--- config.mk ---
export PLATFORM = sky130hd
export DESIGN_NAME = axis_pkt_rr_arbiter
export DESIGN_NICKNAME = d
export VERILOG_FILES = /design/src/rtl/axis_arb_pkg.sv /design/src/rtl/axis_pkt_rr_arbiter_rr_pick.sv /design/src/rtl/axis_pkt_rr_arbiter.sv
export SDC_FILE = /design/constraint.sdc
export NUM_CORES = 1
export LEC_CHECK = 0
export ABC_AREA = 1
export CAP_MARGIN = 20
export CORE_ASPECT_RATIO = 1.1
export CORE_MARGIN = 3
export CORE_UTILIZATION = 31
export DETAILED_ROUTE_END_ITERATION = 8
export GPL_ROUTABILITY_DRIVEN = 0
export PLACE_DENSITY_LB_ADDON = 0.05
export SETUP_SLACK_MARGIN = 0.3
export SLEW_MARGIN = 20
export SYNTH_ARGS = -nofsm -noshare
export SYNTH_HDL_FRONTEND = slang
export SYNTH_HIERARCHICAL = 1
export SYNTH_SLANG_ARGS = --single-unit
--- constraint.sdc ---
create_clock -name clk -period 1.59 [get_ports clk]
set_input_delay 0.318 -clock clk [delete_from_list [all_inputs] [get_ports clk]]
set_output_delay 0.318 -clock clk [all_outputs]
set_load 0.005 [all_outputs]
--- src/rtl/axis_arb_pkg.sv ---
// Shared types and helpers for the packet-granular round-robin AXI-Stream arbiter.
package axis_arb_pkg;

  // Arbiter FSM: IDLE spends one cycle picking an owner, BUSY forwards that owner's packet.
  typedef enum logic [0:0] {
    ARB_IDLE = 1'b0,
    ARB_BUSY = 1'b1
  } arb_state_e;

  // Reduce a sum of (index + step) back into 0..modulus-1. The caller guarantees
  // sum < 2*modulus, so a single conditional subtraction is enough, which keeps
  // the wrap correct for source counts that are not a power of two.
  function automatic int unsigned rr_wrap(input int unsigned sum, input int unsigned modulus);
    if (sum >= modulus) begin
      return sum - modulus;
    end
    return sum;
  endfunction

endpackage

--- src/rtl/axis_pkt_rr_arbiter_rr_pick.sv ---
// rr_pick: combinational round-robin picker. Returns the first asserted request
// strictly after ptr, wrapping modulo NUM_SRC (ptr itself is checked last).
module rr_pick
  import axis_arb_pkg::*;
#(
  parameter int NUM_SRC  = 4,
  parameter int ID_WIDTH = $clog2(NUM_SRC)
) (
  input  logic [NUM_SRC-1:0]  req,
  input  logic [ID_WIDTH-1:0] ptr,
  output logic                any,
  output logic [ID_WIDTH-1:0] idx
);

  // cand[k] is the source index visited at scan position k, i.e. (ptr + k + 1) mod NUM_SRC.
  logic [ID_WIDTH-1:0] cand [NUM_SRC];
  logic [NUM_SRC-1:0]  hit;

  genvar gi;
  generate
    for (gi = 0; gi < NUM_SRC; gi++) begin : g_cand
      // One extra bit holds the un-reduced sum so the wrap never overflows.
      logic [ID_WIDTH:0] sum;
      assign sum      = {1'b0, ptr} + (ID_WIDTH + 1)'(gi + 1);
      assign cand[gi] = ID_WIDTH'(rr_wrap(32'(sum), 32'(NUM_SRC)));
      assign hit[gi]  = req[cand[gi]];
    end
  endgenerate

  assign any = |req;

  // Priority scan: the lowest scan position with a request wins.
  always_comb begin
    idx = ptr;
    for (int k = NUM_SRC - 1; k >= 0; k--) begin
      if (hit[k]) begin
        idx = cand[k];
      end
    end
  end

endmodule

--- src/rtl/axis_pkt_rr_arbiter.sv ---
// axis_pkt_rr_arbiter: shares one AXI-Stream output between NUM_SRC sources.
// Arbitration is per packet and round-robin: an IDLE cycle picks the next
// requester after the previous owner, which then owns the output until its
// tlast beat handshakes. The data path is a zero-latency combinational mux.
// Optional build macro AXIS_ARB_ID_EN adds output m_id carrying the owner index.
module axis_pkt_rr_arbiter
  import axis_arb_pkg::*;
#(
  parameter int DATA_WIDTH      = 32,
  parameter int DATA_BYTE_WIDTH = DATA_WIDTH / 8,
  parameter int NUM_SRC         = 4,
  parameter int ID_WIDTH        = $clog2(NUM_SRC)
) (
  input  logic                               clk,
  input  logic                               rst,
  input  logic [NUM_SRC-1:0]                 s_valid,
  input  logic [NUM_SRC*DATA_WIDTH-1:0]      s_data,
  input  logic [NUM_SRC*DATA_BYTE_WIDTH-1:0] s_keep,
  input  logic [NUM_SRC-1:0]                 s_last,
  output logic [NUM_SRC-1:0]                 s_ready,
  output logic                               m_valid,
  output logic [DATA_WIDTH-1:0]              m_data,
  output logic [DATA_BYTE_WIDTH-1:0]         m_keep,
  output logic                               m_last,
`ifdef AXIS_ARB_ID_EN
  output logic [ID_WIDTH-1:0]                m_id,
`endif
  input  logic                               m_ready
);

  arb_state_e          state_q, state_d;
  logic [ID_WIDTH-1:0] grant_q, grant_d;

  logic                pick_any;
  logic [ID_WIDTH-1:0] pick_idx;

  // Output is only driven while a packet is owned and reset is low, so the
  // downstream skid buffer sees zeros (never X) and no handshake during reset.
  logic                out_en;
  logic                beat_last_done;

  logic [DATA_WIDTH-1:0]      src_data [NUM_SRC];
  logic [DATA_BYTE_WIDTH-1:0] src_keep [NUM_SRC];

  // The previous owner is the round-robin pointer: scanning starts just after it.
  rr_pick #(
    .NUM_SRC  (NUM_SRC),
    .ID_WIDTH (ID_WIDTH)
  ) u_rr_pick (
    .req (s_valid),
    .ptr (grant_q),
    .any (pick_any),
    .idx (pick_idx)
  );

  genvar gi;
  generate
    for (gi = 0; gi < NUM_SRC; gi++) begin : g_src
      assign src_data[gi] = s_data[gi*DATA_WIDTH +: DATA_WIDTH];
      assign src_keep[gi] = s_keep[gi*DATA_BYTE_WIDTH +: DATA_BYTE_WIDTH];
      // Only the owner sees downstream ready; everyone else is held off.
      assign s_ready[gi]  = out_en && (grant_q == ID_WIDTH'(gi)) && m_ready;
    end
  endgenerate

  assign out_en         = (state_q == ARB_BUSY) && !rst;
  assign beat_last_done = m_valid && m_ready && m_last;

  // Output mux: forward the owner's beat while BUSY, drive zeros otherwise.
  always_comb begin
    m_valid = 1'b0;
    m_data  = '0;
    m_keep  = '0;
    m_last  = 1'b0;
    if (out_en) begin
      m_valid = s_valid[grant_q];
      m_data  = src_data[grant_q];
      m_keep  = src_keep[grant_q];
      m_last  = s_last[grant_q];
    end
  end

`ifdef AXIS_ARB_ID_EN
  // grant never changes while BUSY, so m_id is stable across a packet.
  assign m_id = out_en ? grant_q : '0;
`else
  // No owner index output in this build.
`endif

  // Next-state logic: arbitrate in IDLE, release ownership on the tlast handshake.
  always_comb begin
    state_d = state_q;
    grant_d = grant_q;
    case (state_q)
      ARB_IDLE: begin
        if (pick_any) begin
          grant_d = pick_idx;
          state_d = ARB_BUSY;
        end
      end
      ARB_BUSY: begin
        if (beat_last_done) begin
          state_d = ARB_IDLE;
        end
      end
      default: begin
        state_d = ARB_IDLE;
      end
    endcase
  end

  // State and grant registers; reset points grant at the last source so source 0 wins first.
  always_ff @(posedge clk) begin
    if (rst) begin
      state_q <= ARB_IDLE;
      grant_q <= ID_WIDTH'(NUM_SRC - 1);
    end else begin
      state_q <= state_d;
      grant_q <= grant_d;
    end
  end

endmodule

==> key figures <==
Yosys
  – Adder-Cell Fraction of Synth Area: 0
  – Main combinational cell family by area after synthesis: simple AND/OR/NAND/NOR gates
  – Multiplexer area fraction after synthesis: 0
  – Synth Area in Compound Gates: 0.261
  – Seq/Total Area, Yosys: 0.0292
  – Syn. warnings: 6
  – Cell Area, Synth: approximately 2000 µm²
  – Cells after Synth: 307
  – Synth Area per Inst: ~6.7 µm²
  – #FFs+latches synth: 3
  – Post-Syn Nets: 462
  – Synth Area in Simple Gates: 0.512
  – Yosys cell types: 24
  – Post-Synth XOR/XNOR Area: 0

Floorplan
  – Row cnt: 30
  – Die ar.: about 7600 µm²
  – Starting Density: 0.326
  – Core area: 6310 µm²
  – Chip width: 83.6 µm
  – Vert. Die Dim: 91.4 µm
  – I/O pin cnt: just under 200

Power
  – Leakage Power: 2.10 nW
  – Final Total Pwr: 0.00495 W
  – VDD IR-drop max: 0.697 mV
  – Power per standard cell area: ~900 nW/µm²

Global routing
  – Antenna violations before repair: 0
  – GR Util All Layers: 0.259
  – Vias in the first global route: between 3000 and 4000
  – Largest net degree at the start of global routing: 36
  – Congestion Overflow GR: 0
  – Global-route wire length before repair: 16600 µm

Placement
  – # port buffers: around 200
  – Detailed placer's ending HPWL: ~7400 µm

STA
  – Worst Hold Slack: about 0.60 ns
  – Final setup viols: 41
  – Final worst slack: -0.191 ns
  – Worst-Margin Slew: 0.196 ns
  – Slew Limit Fails: 0
  – Slew Limit Headroom: 0.869
  – Post-route clock skew: 0.000683 ns
  – Period Utilization, post-route: 1.12
  – F_max: 0.562 GHz
  – Hold Vio Cnt, Final: 0
  – Minimum clock period: 1.78 ns
  – RSZ-0062 raised after global routing: yes

Setup path
  – FF-to-FF setup slack: -0.05 ns
  – R2r startpoint: grant_q[0]$_SDFFE_PP1P_
  – Reg2reg end: grant_q[0]$_SDFFE_PP1P_
  – Arrival time at the worst endpoint: about 1.5 ns
  – Worst Path Max Fanout: 8
  – Worst Setup End Kind: output port
  – Critical path type: reg2out
  – Worst Setup SP: grant_q[0]$_SDFFE_PP1P_
  – Critical Path Start Type: register
  – Crit path required time: 1.27 ns
  – Last element of the critical path: m_data[13]
  – R2r worst-path depth: 13

Detailed routing
  – WL final: between 10000 and 15000 µm
  – Final ANT Viol Nets: 0
  – Initial drt markers: 165
  – Routed vias/inst: 5.88
  – Post-route DRC: 0
  – Drt first pass iters: 5
  – Drt wl/cell: 22.3 µm
  – Via count: 3715

Final layout
  – Layout Nets: 708
  – Syn-to-layout area delta: 166%
  – # diodes: 0
  – Share of cells above drive strength 1: 0.498

Clocking
  – Max clock buf depth: 2
  – H-tree depth: 1
  – Clk sinks: 3
  – Worst-Skew Late Latency: 0.22 ns
  – Cts hold-fix bufs: 0
  – TritonCTS clock tree: yes
  – Root buffer cell: clkbuf_8
  – Total CTS buffers: 3
  – Worst-path clk slew: 0.03 ns

Flow run
  – Max-cap violations: 0

Outcome
  – Outcome: complete, but fails checks
  – Failing checks: setup timing

Min path
  – Worst hold path type: reg2reg
  – Hold wc startpoint: state_q$_SDFF_PP0_
report_power, final:
group / internal, W / leakage [nW] / total, W / switching, W
clock network: 0.000172 / 0.0228 / 0.000234 / 0.0000616
registers: 0.000106 / 0.0258 / 0.000156 / 0.0000501
logic: 0.00232 / 2.05 / 0.00456 / 0.00224
total: 0.00260 / 2.10 / 0.00495 / 0.00235
critical path, stage by stage, from the launching register on:
cell and delay (ns):
dfxtp_4 0.37, buf_12 0.15, buf_8 0.12, buf_8 0.13
nand3_1 0.10, a41oi_2 0.21, buf_2 0.17
Yosys cell counts:
master / instances / area [µm²]
inv_1: 8 / 30.0
a41oi_2: 25 / 407
buf_8: 1 / 15.0
nand3_1: 139 / 696
a41oi_1: 11 / 96.3
and3_1: 1 / 6.26
buf_2: 14 / 70.1
inv_4: 1 / 6.26
buf_4: 8 / 60.1
nor2_1: 2 / 7.51
a21oi_1: 2 / 10.0
o21ai_2: 1 / 8.76
o211ai_1: 2 / 15.0
nand2_1: 43 / 161
nor3_1: 4 / 20.0
inv_8: 1 / 11.3
buf_6: 15 / 169
inv_6: 1 / 8.76
inv_2: 4 / 15.0
nand3_2: 10 / 100
nand4_1: 1 / 6.26
dfxtp_1: 3 / 60.1
buf_12: 1 / 20.0
nand2_2: 9 / 56.3
flip-flops by register name, summed over array words and instances, names as in the netlist:
name and count:
grant_q 2, state_q 1
logic make-up after synthesis:
| group | count (synthesis) |
|---|---|
| AO/OA/AOI/OAI | 41 |
| buffers and inverters | 54 |
| flip-flops | 3 |
| AND/OR/NAND/NOR | 209 |
stage by stage:
step	utilization	setup TNS, ns	worst slack, ns	cell area [µm²]	std cells
2_1_floorplan	-	0	0.273	2160	307
3_3_place_gp	0.677	-21.76	-0.538	4270	579
3_5_place_dp	0.677	-22.15	-0.604	4270	579
4_1_cts	0.725	-2.52	-0.147	4570	600
5_1_grt	0.869	-5.24	-0.229	5480	632
6_report	0.869	-3.42	-0.191	5480	632
final cells by class:
class	instances	area, µm²
clock buffers	4	45.0
fillers	333	828
inverters	15	97.6
multi-input cells	250	2130
flip-flops and latches	3	71.3
well taps	80	100
repair buffers	279	3010
repair inverters	1	16.3
layer usage:
layer  routed length (µm)  up-vias  share of wire  track usage
met5                    0        -              0            0
met4                  676        0          0.048       0.0603
met3                  946       60          0.067       0.0436
met2                 7440      224           0.53        0.471
met1                 5040     1782           0.36        0.314
li1                     -     1649              -            -
placed cells by master, fill, tap and decap left out, types with 6 or more instances in the layout:
cell	count
nand3_1	78
clkdlybuf4s50_1	152
buf_2	40
inv_2	6
buf_8	8
buf_16	6
inv_1	6
nand2_1	35
a41oi_2	36
nand3_4	8
nand3_2	63
nand2_2	14
clkbuf_16	11
buf_4	22
buf_6	21
buf_12	15
timing repair:
item	in CTS	in global routing
buffers inserted	11	16
pin swaps	6	45
setup endpoints to repair	45	45
resized for setup	195	126
gates cloned	6	16
worst min-delay path by stage:
stage,end,slack [ns],cells past startpoint
after floorplan,grant_q[1]$_SDFFE_PP1P_,0.47,2
after global placement,state_q$_SDFF_PP0_,0.58,3
after detailed placement,state_q$_SDFF_PP0_,0.58,3
after CTS,state_q$_SDFF_PP0_,0.59,3
after global routing,state_q$_SDFF_PP0_,0.62,3
final,state_q$_SDFF_PP0_,0.60,3
Note: power is estimated with default switching activity, not from simulation.
